## config.mk

```make
export PLATFORM = sky130hd
export DESIGN_NAME = multdiv_iter_flat
export DESIGN_NICKNAME = d
export VERILOG_FILES = /design/src/rtl/multdiv_iter_if.sv /design/src/rtl/multdiv_iter.sv /design/src/flat_wrapper.sv
export SDC_FILE = /design/constraint.sdc
export NUM_CORES = 1
export LEC_CHECK = 0
export ABC_CLOCK_PERIOD_IN_PS = 5000
export BUFFER_PORTS_ARGS = -buffer_cell sky130_fd_sc_hd__buf_2
export CAP_MARGIN = 20
export CORE_ASPECT_RATIO = 0.75
export CORE_MARGIN = 10
export CORE_UTILIZATION = 30
export CTS_BUF_LIST = sky130_fd_sc_hd__clkbuf_4
export CTS_CLUSTER_SIZE = 14
export DETAILED_ROUTE_END_ITERATION = 10
export SYNTH_ARGS = -nofsm -noshare
export SYNTH_HDL_FRONTEND = slang
export SYNTH_SLANG_ARGS = --single-unit
export TNS_END_PERCENT = 20
```

## constraint.sdc

```tcl
create_clock -name clock -period 5 [get_ports clock]
set_clock_uncertainty 0.15 [all_clocks]
set_input_delay 0.75 -clock clock [delete_from_list [all_inputs] [get_ports clock]]
set_output_delay 0.75 -clock clock [all_outputs]
set_load 0.005 [all_outputs]
```

## src/rtl/multdiv_iter_if.sv

```systemverilog
// -----------------------------------------------------------------------------
// multdiv_iter_if -- request/response bundle for the iterative multiply/divide
// unit.
//
// Handshake: a start is a one-cycle pulse on exactly one of ctrl_MULT /
// ctrl_DIV; the operands are sampled only on that edge. The unit answers with
// a one-cycle data_resultRDY pulse, and data_result / data_exception are valid
// in that cycle and held until the next start or reset. busy is high while an
// operation is in flight. There is no back-pressure: the unit always accepts a
// start, and a start during an operation aborts it.
//
// Signals:
//   ctrl_MULT, ctrl_DIV            start pulses              (master -> slave)
//   data_operandA, data_operandB   operands, WIDTH bits      (master -> slave)
//   data_result                    product low half/quotient (slave -> master)
//   data_exception                 overflow / divide-by-zero (slave -> master)
//   data_resultRDY                 one-cycle result strobe   (slave -> master)
//   busy                           operation in flight       (slave -> master)
// -----------------------------------------------------------------------------
interface multdiv_iter_if #(
  parameter int WIDTH = 32
);
  logic             ctrl_MULT;
  logic             ctrl_DIV;
  logic [WIDTH-1:0] data_operandA;
  logic [WIDTH-1:0] data_operandB;
  logic [WIDTH-1:0] data_result;
  logic             data_exception;
  logic             data_resultRDY;
  logic             busy;

  modport master (
    output ctrl_MULT, ctrl_DIV, data_operandA, data_operandB,
    input  data_result, data_exception, data_resultRDY, busy
  );

  modport slave (
    input  ctrl_MULT, ctrl_DIV, data_operandA, data_operandB,
    output data_result, data_exception, data_resultRDY, busy
  );
endinterface

```

## src/rtl/multdiv_iter.sv

```systemverilog
// -----------------------------------------------------------------------------
// multdiv_iter -- iterative signed multiplier / restoring divider.
//
// Multiply: signed shift-add over a 2*WIDTH product register, WIDTH cycles.
//   With MULTDIV_BOOTH4_EN defined, radix-4 modified Booth recoding is used
//   instead, WIDTH/2 cycles, identical results and exception flag.
// Divide: restoring division on magnitudes, WIDTH cycles, then one FIX cycle
//   that applies the quotient sign. Divisor 0 finishes one cycle after start.
//
// Ports:
//   clock        single clock, rising edge
//   reset        synchronous, active-high
//   bus          multdiv_iter_if.slave (start pulses, operands, result, busy)
//   dbg_state_o  current FSM state, for observation only
// -----------------------------------------------------------------------------
module multdiv_iter #(
  parameter int WIDTH = 32
) (
  input  logic          clock,
  input  logic          reset,
  multdiv_iter_if.slave bus,
  output logic [2:0]    dbg_state_o
);
  localparam int W  = WIDTH;
  localparam int CW = $clog2(WIDTH) + 1;

  localparam logic [2:0] S_IDLE = 3'd0;
  localparam logic [2:0] S_MUL  = 3'd1;
  localparam logic [2:0] S_DIV  = 3'd2;
  localparam logic [2:0] S_FIX  = 3'd3;
  localparam logic [2:0] S_DONE = 3'd4;

`ifdef MULTDIV_BOOTH4_EN
  localparam int MPW       = W + 1;  // multiplier plus the implicit 0 below bit 0
  localparam int MUL_STEPS = W / 2;
`else
  localparam int MPW       = W;
  localparam int MUL_STEPS = W;
`endif
  localparam logic [CW-1:0] MUL_LAST = CW'(MUL_STEPS - 1);
  localparam logic [CW-1:0] DIV_LAST = CW'(W - 1);

  logic [2:0]     state_q,  state_d;
  logic [CW-1:0]  cnt_q,    cnt_d;
  logic [2*W-1:0] prod_q,   prod_d;
  logic [2*W-1:0] mcand_q,  mcand_d;
  logic [MPW-1:0] mplier_q, mplier_d;
  logic [W-1:0]   quo_q,    quo_d;
  logic [W-1:0]   rem_q,    rem_d;
  logic [W-1:0]   dvs_q,    dvs_d;
  logic           neg_q,    neg_d;     // quotient sign must be flipped
  logic           dz_q,     dz_d;      // divisor was zero
  logic           ovf_q,    ovf_d;     // most-negative / -1
  logic [W-1:0]   result_q, result_d;
  logic           exc_q,    exc_d;
  logic           rdy_q,    rdy_d;
  logic           busy_q,   busy_d;

  logic           start;
  logic [W-1:0]   a_mag, b_mag;
  logic [2*W-1:0] mul_term, mul_sum;
  logic           mul_ovf;
  logic [W:0]     div_shift;
  logic           div_ge;

  assign start = bus.ctrl_MULT ^ bus.ctrl_DIV;  // both high is ignored
  assign a_mag = bus.data_operandA[W-1] ? (~bus.data_operandA + 1'b1) : bus.data_operandA;
  assign b_mag = bus.data_operandB[W-1] ? (~bus.data_operandB + 1'b1) : bus.data_operandB;

  // Partial product for this iteration.
  always_comb begin
    mul_term = '0;
`ifdef MULTDIV_BOOTH4_EN
    case (mplier_q[2:0])
      3'b001, 3'b010: mul_term = mcand_q;
      3'b011:         mul_term = mcand_q << 1;
      3'b100:         mul_term = ~(mcand_q << 1) + 1'b1;
      3'b101, 3'b110: mul_term = ~mcand_q + 1'b1;
      default:        mul_term = '0;
    endcase
`else
    // The multiplier's top bit carries weight -2^(W-1), so it subtracts.
    if (mplier_q[0]) mul_term = (cnt_q == MUL_LAST) ? (~mcand_q + 1'b1) : mcand_q;
`endif
  end

  assign mul_sum = prod_q + mul_term;
  // Overflow unless the upper W+1 bits are all copies of the sign.
  assign mul_ovf = (mul_sum[2*W-1:W-1] != {(W+1){mul_sum[W-1]}});

  assign div_shift = {rem_q, quo_q[W-1]};
  assign div_ge    = (div_shift >= {1'b0, dvs_q});

  always_comb begin
    state_d  = state_q;
    cnt_d    = cnt_q;
    prod_d   = prod_q;
    mcand_d  = mcand_q;
    mplier_d = mplier_q;
    quo_d    = quo_q;
    rem_d    = rem_q;
    dvs_d    = dvs_q;
    neg_d    = neg_q;
    dz_d     = dz_q;
    ovf_d    = ovf_q;
    result_d = result_q;
    exc_d    = exc_q;
    rdy_d    = 1'b0;
    busy_d   = busy_q;

    if (start) begin
      // A start from any state restarts with fresh operands.
      state_d  = bus.ctrl_MULT ? S_MUL : S_DIV;
      cnt_d    = '0;
      prod_d   = '0;
      mcand_d  = {{W{bus.data_operandA[W-1]}}, bus.data_operandA};
`ifdef MULTDIV_BOOTH4_EN
      mplier_d = {bus.data_operandB, 1'b0};
`else
      mplier_d = bus.data_operandB;
`endif
      quo_d    = a_mag;
      rem_d    = '0;
      dvs_d    = b_mag;
      neg_d    = bus.data_operandA[W-1] ^ bus.data_operandB[W-1];
      dz_d     = (bus.data_operandB == '0);
      ovf_d    = (bus.data_operandA == {1'b1, {(W-1){1'b0}}}) && (&bus.data_operandB);
      busy_d   = 1'b1;
    end else begin
      case (state_q)
        S_MUL: begin
          prod_d = mul_sum;
`ifdef MULTDIV_BOOTH4_EN
          mcand_d  = mcand_q << 2;
          mplier_d = {{2{mplier_q[MPW-1]}}, mplier_q[MPW-1:2]};
`else
          mcand_d  = mcand_q << 1;
          mplier_d = {mplier_q[MPW-1], mplier_q[MPW-1:1]};
`endif
          cnt_d = cnt_q + 1'b1;
          if (cnt_q == MUL_LAST) begin
            state_d  = S_DONE;
            result_d = mul_sum[W-1:0];
            exc_d    = mul_ovf;
            rdy_d    = 1'b1;
            busy_d   = 1'b0;
          end
        end
        S_DIV: begin
          if (dz_q) begin
            state_d  = S_DONE;
            result_d = '0;
            exc_d    = 1'b1;
            rdy_d    = 1'b1;
            busy_d   = 1'b0;
          end else begin
            rem_d = div_ge ? W'(div_shift - {1'b0, dvs_q}) : div_shift[W-1:0];
            quo_d = {quo_q[W-2:0], div_ge};
            cnt_d = cnt_q + 1'b1;
            if (cnt_q == DIV_LAST) state_d = S_FIX;
          end
        end
        S_FIX: begin
          state_d  = S_DONE;
          result_d = neg_q ? (~quo_q + 1'b1) : quo_q;
          exc_d    = ovf_q;
          rdy_d    = 1'b1;
          busy_d   = 1'b0;
        end
        S_DONE:  state_d = S_IDLE;
        default: state_d = S_IDLE;
      endcase
    end
  end

  always_ff @(posedge clock) begin
    if (reset) begin
      state_q  <= S_IDLE;
      cnt_q    <= '0;
      prod_q   <= '0;
      mcand_q  <= '0;
      mplier_q <= '0;
      quo_q    <= '0;
      rem_q    <= '0;
      dvs_q    <= '0;
      neg_q    <= 1'b0;
      dz_q     <= 1'b0;
      ovf_q    <= 1'b0;
      result_q <= '0;
      exc_q    <= 1'b0;
      rdy_q    <= 1'b0;
      busy_q   <= 1'b0;
    end else begin
      state_q  <= state_d;
      cnt_q    <= cnt_d;
      prod_q   <= prod_d;
      mcand_q  <= mcand_d;
      mplier_q <= mplier_d;
      quo_q    <= quo_d;
      rem_q    <= rem_d;
      dvs_q    <= dvs_d;
      neg_q    <= neg_d;
      dz_q     <= dz_d;
      ovf_q    <= ovf_d;
      result_q <= result_d;
      exc_q    <= exc_d;
      rdy_q    <= rdy_d;
      busy_q   <= busy_d;
    end
  end

  assign bus.data_result    = result_q;
  assign bus.data_exception = exc_q;
  assign bus.data_resultRDY = rdy_q;
  assign bus.busy           = busy_q;
  assign dbg_state_o        = state_q;
endmodule

```

## src/flat_wrapper.sv

```systemverilog
// flat-port wrapper written by rule: the top's interface ports become plain ports
module multdiv_iter_flat 
#(
  parameter int WIDTH = 32
)
  (clock, reset, dbg_state_o, bus_ctrl_MULT, bus_ctrl_DIV, bus_data_operandA, bus_data_operandB, bus_data_result, bus_data_exception, bus_data_resultRDY, bus_busy);
  multdiv_iter_if #(.WIDTH(WIDTH)) bus_i ();
  input  logic clock;
  input  logic reset;
  output logic [2:0] dbg_state_o;
  input wire logic [$bits(bus_i.ctrl_MULT)-1:0] bus_ctrl_MULT;
  input wire logic [$bits(bus_i.ctrl_DIV)-1:0] bus_ctrl_DIV;
  input wire logic [$bits(bus_i.data_operandA)-1:0] bus_data_operandA;
  input wire logic [$bits(bus_i.data_operandB)-1:0] bus_data_operandB;
  output wire logic [$bits(bus_i.data_result)-1:0] bus_data_result;
  output wire logic [$bits(bus_i.data_exception)-1:0] bus_data_exception;
  output wire logic [$bits(bus_i.data_resultRDY)-1:0] bus_data_resultRDY;
  output wire logic [$bits(bus_i.busy)-1:0] bus_busy;
  assign bus_i.ctrl_MULT = bus_ctrl_MULT;
  assign bus_i.ctrl_DIV = bus_ctrl_DIV;
  assign bus_i.data_operandA = bus_data_operandA;
  assign bus_i.data_operandB = bus_data_operandB;
  assign bus_data_result = bus_i.data_result;
  assign bus_data_exception = bus_i.data_exception;
  assign bus_data_resultRDY = bus_i.data_resultRDY;
  assign bus_busy = bus_i.busy;
  multdiv_iter #(.WIDTH(WIDTH)) u_core (.clock(clock), .reset(reset), .bus(bus_i), .dbg_state_o(dbg_state_o));
endmodule
```

# == Word level (Yosys, flattened, before mapping) ==
# Index checks and enable logic that the tools add are counted.
# word_totals
register_bits,303
output_inout_bits,38
elab_cells,94
# classes
n_addsub,7
order_cmp,1
eq_ne,13
mux,34
n_bitwise,8
n_reduce_logical,15
# op_table
operator,count
$mux 32,10
$mux 64,4
$add 32x1->32 const B,3
$not 32->32,3
$pmux 32 s3,1
$add 64x1->64 const B,1
$add 64x64->64,1
$not 64->64,1
$ge 33x32->1,1
$eq 32x32->1 const B,1
$logic_not 32->1,1
$ne 32x32->1,1
$reduce_and 32->1,1
$sub 32x32->32,1
$mux 31,1
$mux 3,4
$pmux 6 s2,1
$pmux 1 s3,3
$pmux 3 s3,1
$reduce_and 2->1,4
$mux 1,7
$add 6x1->6 const B,1
$eq 3x2->1 const B,2
$eq 6x5->1 const B,1
other kinds (16),23

# == Longest topological paths before layout ==
# Gate-level depths: netlist of run 1.
# depth
ltp_word,8
ltp_mapped,26
mapped_depth_nobuf,24

# == Worst setup path after synthesis of run 1 ==
# OpenSTA, ideal clock, no wires.
# synth_path
kind,register -> register
startpoint,reg u_core.mcand_q[8]
endpoint,"reg u_core.exc_q, in the netlist u_core.bus.data_exception"
setup_time_ns,0.125
t_arrival_ns,5.089
required_time_ns,4.725
slack_ns,-0.364
path_stages_with_launch,25
n_path_buf,2
cell_sequence,dfxtp_1 -> nor4_1 -> nand4b_1 -> nor2_1 -> nand2_1 -> nor3_2 -> nor3b_2 -> and2_1 -> and3_1 -> buf_2 -> nor3b_1 -> nor2_1 -> xor2_1 -> and2_1 -> ha_1 -> clkdlybuf4s15_1 -> and3_1 -> nand2_1 -> o41ai_1 -> mux2i_1 -> o31ai_1 -> nor2_1 -> nand4_1 -> o31ai_1 -> a21oi_1
# synth_between
elab_chain_cells,8
# synth_lines
item,line,text
"start, declared",multdiv_iter.sv:46,"logic [2*W-1:0] mcand_q, mcand_d;"
"start signal, assigned",multdiv_iter.sv:197,mcand_q <= mcand_d;
$not 64->64,multdiv_iter.sv:83,if (mplier_q[0]) mul_term = (cnt_q == MUL_LAST) ? (~mcand_q + 1'b1) : mcand_q;
$add 64x1->64,multdiv_iter.sv:83,
$mux 64 * (2 in a row),multdiv_iter.sv:83,
$add 64x64->64 *,multdiv_iter.sv:87,assign mul_sum = prod_q + mul_term;
$ne 32x32->1 *,multdiv_iter.sv:89,assign mul_ovf = (mul_sum[2*W-1:W-1] != {(W+1){mul_sum[W-1]}});
$mux 1 *,multdiv_iter.sv:141,if (cnt_q == MUL_LAST) begin
$pmux 1 s3 *,multdiv_iter.sv:130,case (state_q)
"end signal, assigned",multdiv_iter.sv:190,exc_q <= 1'b0;
"end signal, assigned",multdiv_iter.sv:206,exc_q <= exc_d;
"end, declared",multdiv_iter.sv:55,"logic exc_q, exc_d;"
# Every way passes the cells marked *; elsewhere a longest branch is shown, timed or not. The select of a mux whose other input is x is not followed.
# A chain may end at the register's enable or synchronous reset.

# == Worst setup path in the final report of run 1 ==
# layout_path
startpoint,reg u_core.mcand_q[3]
endpoint,"reg u_core.exc_q, in the netlist u_core.bus.data_exception"
# Same word-level chain as after synthesis.

==> reports/results.ini, run 1 <==
[run_status]
status=complete, but fails checks
violations_in_the_final_reports=setup timing

[grt]
globalRouteOverflowTotal=0
grt_antenna_before_repair=8
via_count_of_the_first_global_routing_pass=21000
grt_util_all_layers_pct=18.4
grt_first_pass_wirelength_mm=122
grt_start_max_net_pins=223

[synth]
synth_seq_cells=303
postSynth.topFlopCell=sky130_fd_sc_hd__dfxtp_1
synth-edff-count=0
synth_top_area_share_pct=28.1
synth-compound-area-share_pct=25.3
synth.lib_cells_used.distinct=90
fraction_of_the_yosys_area_taken_by_sequential_cells_pct=28.1
postSynthCellCount=2942
postSynth.asyncResetShare_pct=0
largest_family_of_logic_cells_by_synthesized_area=simple AND/OR/NAND/NOR gates
synth.area.top_cells=sky130_fd_sc_hd__dfxtp_1, sky130_fd_sc_hd__nand2_1, sky130_fd_sc_hd__ha_1
avgSynthCellArea_um2=7.33
synth.top_cells.by_count=sky130_fd_sc_hd__nand2_1, sky130_fd_sc_hd__nor2_1, sky130_fd_sc_hd__dfxtp_1, sky130_fd_sc_hd__a21oi_1, sky130_fd_sc_hd__clkbuf_1
synth.most_common_cell=sky130_fd_sc_hd__nand2_1
synth_xor_area_share_pct=9.26
yosys.area_share.simple_pct=25.6
synth_area_leader=sky130_fd_sc_hd__dfxtp_1
muxShareOfSynthArea_pct=0.470
netlist_area_mm2=0.0216
synth-adder-area-share_pct=6.05
ys.warnings.count=0
synth.net_count=3113

[sta]
highest_clock_rate_mhz=184
finalSetupViolCount=7
final_hold_violations=0
unrepaired_setup_endpoints_after_global_routing=true
setup_total_negative_slack_ps=-780
final.min_clock_period_ps=5440
maxSlewHeadroom_pct=23.9
min_hold_slack_ps=70.0
setup_ws_ps=-441
final_max_slew_viol_count=0
layout_worst_path_cycle_share_pct=109
worst_slew_pin_slew_ps=1140

[drt]
antenna_left=0
drt-vias-per-instance=5.36
postRouteWirelength_mm=80.2
first_drt_pass_iteration_count=6
dr_total_vias=23300
detail_route.drc_violations=0
routed_wire_length_per_instance_um=18.5
first_iter_violations=2472

[power_and_ir_drop]
combinational_cell_fraction_of_total_power_pct=27.0
power.internal_w=0.00444
worst_ir_drop_vdd_v=0.000166
p_sw_w=0.00246
switching_share_pct=35.7
power_frac_seq_pct=40.0
power_density_cells_mw_per_mm2=247
p_leak_nw=11.2
power.share.clock_pct=33.0

[placed_design]
port_buffers=105
worst_case_setup_slack_after_placement_ps=-834
dpl.hpwl_mm=58.9
placed_cells_incl_taps=4167
globalplace.congestion=0.951

[finish]
share_of_final_layout_standard_cells_stronger_than_drive_strength_1_pct=25.0
final_util_pct=39.1
final_cell_count_no_fill=4344
area_growth_syn_to_layout_pct=29.5
design.final.nets=3502

[floorplanning]
width_of_the_die_um=330
io-pin-count=106
die_area_mm2=0.0831
floorplan.rows=85
core_area_mm2=0.0715
die-height_um=252
initial_utilization_pct=30.2

[critical_path]
worstPathRequired_ps=5570
register_to_register_setup_slack_ps=-440
setup.worst_path.start_class=flip-flop
critical_path_peak_fanout=5
timing.critical_path.to_type=flip-flop
crit_type=flip-flop to flip-flop
critPathArrivalTime_ps=6010

[run]
max-cap-violations=0

[cts]
clock_tree.htree_level_count=3
cts_max_path_buffers=3
cts_root_buffer=sky130_fd_sc_hd__clkbuf_4
path_clk_slew_ps=70
total_clock_buffers_created_by_cts=80
worst_skew_pair.late_latency_ps=910
cts_sinks=303
cts_tree=done

[min_path]
hp-class=input port to flip-flop

-- cell families (layout without fill, tap and decap cells) --
family,Yosys count,count (layout)
AND/OR/NAND/NOR,1214,1214
flip-flops,303,303
XOR/XNOR,228,228
buffers and inverters,278,720
other,0,3
adder cells (fa/ha/maj),103,103
AO/OA/AOI/OAI,806,806
multiplexers,10,10
-- worst paths after layout --
path,depth (start not counted),startpoint,endpoint
worst max-delay path,24,u_core.mcand_q[3]$_SDFFE_PP0P_,u_core.bus.data_exception$_SDFFE_PP0P_
worst min-delay path,3,bus_data_operandA[16],u_core.mcand_q[16]$_SDFFE_PP0P_
worst max register to register,24,u_core.mcand_q[3]$_SDFFE_PP0P_,u_core.bus.data_exception$_SDFFE_PP0P_
worst min register to register,2,u_core.prod_q[62]$_SDFFE_PP0P_,u_core.prod_q[62]$_SDFFE_PP0P_
-- repair_timing --
action / in CTS / in global routing
hold buffers: 9 / 0
buffers inserted: 16 / 17
setup endpoints to repair: 21 / 32
pin swaps: 50 / 72
endpoints found under the hold margin: 10 / 0
gates cloned: 0 / 0
gates resized for setup: 98 / 137
-- per-layer routing --
metal	track usage [%]	part of all wire (%)	vias to the layer above
li1	-	-	11400
met1	29.3	51	10900
met2	23.4	38	900
met3	5.02	10	90
met4	3.70	1.3	6
met5	0	0.059	-
-- metrics by stage --
| step | power, W | area [µm²] |
|---|---|---|
| after CTS | 0.00689 | 27200 |
| final | 0.00690 | 27900 |
| after detailed placement | 0.00455 | 25500 |
| after global routing | 0.00728 | 27900 |
| after global placement | 0.00453 | 25500 |
| after floorplan | 0.00389 | 21700 |
-- state kept, by name (all words and copies together), names as in the netlist --
signal,count
u_core.dbg_state_o,3
u_core.bus.data_result,32
u_core.quo_q,32
u_core.mcand_q,64
u_core.dvs_q,32
u_core.neg_q,1
u_core.rem_q,32
u_core.mplier_q,32
u_core.dz_q,1
u_core.prod_q,64
u_core.bus.data_exception,1
u_core.bus.busy,1
u_core.bus.data_resultRDY,1
u_core.cnt_q,6
u_core.ovf_q,1
-- critical path, cell delays in order, from the launching register on --
cell	delay [ps]
sky130_fd_sc_hd__dfxtp_2	320
sky130_fd_sc_hd__or4_4	550
sky130_fd_sc_hd__nor3_4	140
sky130_fd_sc_hd__nand2_2	100
sky130_fd_sc_hd__nor2_4	150
sky130_fd_sc_hd__nand3_2	100
sky130_fd_sc_hd__or4_4	480
sky130_fd_sc_hd__o31ai_4	200
sky130_fd_sc_hd__xnor2_1	110
sky130_fd_sc_hd__and2_4	180
sky130_fd_sc_hd__ha_4	270
sky130_fd_sc_hd__nand4_1	170
sky130_fd_sc_hd__nor2b_2	230
sky130_fd_sc_hd__o211ai_1	130
sky130_fd_sc_hd__o211ai_1	140
sky130_fd_sc_hd__a41oi_2	90
sky130_fd_sc_hd__buf_4	200
sky130_fd_sc_hd__o21a_4	220
sky130_fd_sc_hd__o211ai_1	280
sky130_fd_sc_hd__o311ai_4	170
sky130_fd_sc_hd__buf_4	170
sky130_fd_sc_hd__nor4_4	300
sky130_fd_sc_hd__nand4_1	190
sky130_fd_sc_hd__o31ai_4	110
sky130_fd_sc_hd__a21oi_1	90
-- cells in the final DEF, fill, tap and decap left out, types with 92 or more instances in the layout --
master                     Yosys  routed
sky130_fd_sc_hd__a21oi_1     197     174
sky130_fd_sc_hd__buf_4         0     379
sky130_fd_sc_hd__a311oi_1     97      92
sky130_fd_sc_hd__xnor2_1     134     131
sky130_fd_sc_hd__dfxtp_1     303     301
sky130_fd_sc_hd__nor2_1      318     308
sky130_fd_sc_hd__clkbuf_4      1     109
sky130_fd_sc_hd__buf_2         8     104
sky130_fd_sc_hd__a211oi_1    102      96
sky130_fd_sc_hd__nand2_1     511     501
-- layout make-up --
class                           count  area (µm²)
Clock buffer                      109         818
Sequential cell                   303        6070
Multi-Input combinational cell   2361       15600
Inverter                           72         270
Antenna cell                        3        7.51
Tap cell                          957        1200
Fill cell                        7494       43500
Timing Repair Buffer              513        3760
Clock inverter                     26         178
-- power groups by stage --
stage / Sequential, W / Combinational (W) / Clock [W]
after floorplan: 0.00277 / 0.00112 / 0
after CTS: 0.00275 / 0.00180 / 0.00234
after global placement: 0.00280 / 0.00173 / 0
final: 0.00276 / 0.00186 / 0.00228
after global routing: 0.00278 / 0.00203 / 0.00247
after detailed placement: 0.00280 / 0.00175 / 0
Power figures use the tool's default switching activity.
==> inputs of run 2 (changes only) <==
CORE_UTILIZATION = 58   (was 30)
PLACE_DENSITY = 0.79   (was unset)
==> reports/results.ini, run 2 (synthesized netlist as in run 1, its figures left out) <==
[cts]
cts_tree=done
path_clk_slew_ps=70
cts_max_path_buffers=3
cts-hold-fix-buffers=0
clock_tree.htree_level_count=3
cts_sinks=303
total_clock_buffers_created_by_cts=79
worst_skew_pair.late_latency_ps=790
cts_root_buffer=sky130_fd_sc_hd__clkbuf_4

[grt]
grt_antenna_before_repair=2
grt_util_all_layers_pct=32.1
via_count_of_the_first_global_routing_pass=21800
grt_first_pass_wirelength_mm=120
globalRouteOverflowTotal=0
grt_start_max_net_pins=119

[placed_design]
port_buffers=105
dpl.hpwl_mm=57.1
globalplace.congestion=1.01
post_dp_cell_area_mm2=0.0248
worst_case_setup_slack_after_placement_ps=-520
placed_cells_incl_taps=3707

[finish]
area_growth_syn_to_layout_pct=25.3
design.final.nets=3475
final_cell_area_mm2=0.0270
top_regs=u_core.mcand_q x64, u_core.prod_q x64
share_of_final_layout_standard_cells_stronger_than_drive_strength_1_pct=24.4
layout_common_cells=sky130_fd_sc_hd__nand2_1, sky130_fd_sc_hd__buf_4, sky130_fd_sc_hd__nor2_1, sky130_fd_sc_hd__dfxtp_1, sky130_fd_sc_hd__a21oi_1
final_cell_count_no_fill=3859
layout.cells.most_common=sky130_fd_sc_hd__nand2_1

[sta]
final.min_clock_period_ps=5300
final_hold_violations=0
final_max_slew_viol_count=0
worst_slew_pin_slew_ps=1100
highest_clock_rate_mhz=189
setup_ws_ps=-298
layout_worst_path_cycle_share_pct=106
unrepaired_setup_endpoints_after_global_routing=true
min_hold_slack_ps=150
maxSlewHeadroom_pct=26.4
finalSetupViolCount=7

[drt]
first_drt_pass_iteration_count=6
detail_route.drc_violations=0
dr_total_vias=24000
first_iter_violations=3287
drt-vias-per-instance=6.22
routed_wire_length_per_instance_um=20.2
postRouteWirelength_mm=78.0
antenna_left=0

[min_path]
hp-class=input port to flip-flop

[critical_path]
worstPathRequired_ps=5500
critical_path_peak_fanout=4
critPathArrivalTime_ps=5800
setup.worst_path.start_class=flip-flop
timing.critical_path.to_type=flip-flop
crit_type=flip-flop to flip-flop

[floorplanning]
io-pin-count=106
die-height_um=187
initial_utilization_pct=58.5
floorplan.rows=61
width_of_the_die_um=243
core_area_mm2=0.0369
die_area_mm2=0.0454

[power_and_ir_drop]
worst_ir_drop_vdd_v=0.000181
power_density_cells_mw_per_mm2=253
finalPower_w=0.00682
p_leak_nw=11.1

[run_status]
violations_in_the_final_reports=setup timing
status=complete, but fails checks

[run]
max-cap-violations=0

[run 2: repair_timing]
action / CTS / global route
endpoints found under the setup margin: 12 / 24
resized for setup: 98 / 128
setup buffers: 10 / 12
pin swaps: 43 / 71
[run 2: where the power goes]
group / total (W) / internal, W / switching, W / leakage (nW)
registers: 0.00277 / 0.00258 / 0.000190 / 2.49
clock network: 0.00225 / 0.00112 / 0.00113 / 0.583
logic: 0.00180 / 0.000709 / 0.00109 / 8.01
[run 2: final timing paths]
| check | cells after the start | end | slack [ps] | startpoint |
|---|---|---|---|---|
| worst max-delay path | 24 | u_core.bus.data_exception$_SDFFE_PP0P_ | -300 | u_core.mcand_q[5]$_SDFFE_PP0P_ |
| worst min-delay path | 3 | u_core.dvs_q[0]$_SDFFE_PP0N_ | 150 | bus_data_operandB[0] |
| worst max register to register | 24 | u_core.bus.data_exception$_SDFFE_PP0P_ | -300 | u_core.mcand_q[5]$_SDFFE_PP0P_ |
| worst min register to register | 2 | u_core.prod_q[19]$_SDFFE_PP0P_ | 310 | u_core.prod_q[19]$_SDFFE_PP0P_ |
[run 2: metal layers]
| layer | track usage [%] | wire (µm) |
|---|---|---|
| met1 | 46.4 | 34200 |
| met2 | 45.6 | 32100 |
| met3 | 8.75 | 9570 |
| met4 | 9.38 | 2090 |
| met5 | 0 | 16 |
[run 2: cell type report]
type,instances,area [µm²]
clock buffer,104,781
fill,2890,9870
inverter,72,270
antenna,1,2.50
sequential,303,6070
multi-input combinational,2361,15600
tap,504,631
clock inverter,27,193
timing repair buffer,487,3500
[run 2: worst max-delay path: stages (launching register included)]
cell                       delay, ps
sky130_fd_sc_hd__dfxtp_2         320
sky130_fd_sc_hd__or4_4           550
sky130_fd_sc_hd__nor3_4          240
sky130_fd_sc_hd__nand2_2         120
sky130_fd_sc_hd__nor2_4          140
sky130_fd_sc_hd__nand3_2         110
sky130_fd_sc_hd__or4_4           480
sky130_fd_sc_hd__nor2_4          230
sky130_fd_sc_hd__nand2_4          90
sky130_fd_sc_hd__o21ai_2         150
sky130_fd_sc_hd__xnor2_1         170
sky130_fd_sc_hd__and2_4          210
sky130_fd_sc_hd__ha_4            210
sky130_fd_sc_hd__a21oi_2         130
sky130_fd_sc_hd__o21bai_1        100
sky130_fd_sc_hd__buf_4           150
sky130_fd_sc_hd__or2_4           240
sky130_fd_sc_hd__o311a_1         340
sky130_fd_sc_hd__o31ai_2          70
sky130_fd_sc_hd__a211oi_2         90
sky130_fd_sc_hd__buf_4           140
sky130_fd_sc_hd__nor4_2          240
sky130_fd_sc_hd__nand3b_1        130
sky130_fd_sc_hd__a221oi_2        280
sky130_fd_sc_hd__a21oi_1          90
[run 2: metrics by stage]
stage	utilization (%)	TNS (ps)
floorplan	-	0
global route	73.2	-2550
global placement	67.3	-797
detailed placement	67.3	-1250
CTS	71.4	-188
finish	73.2	-495
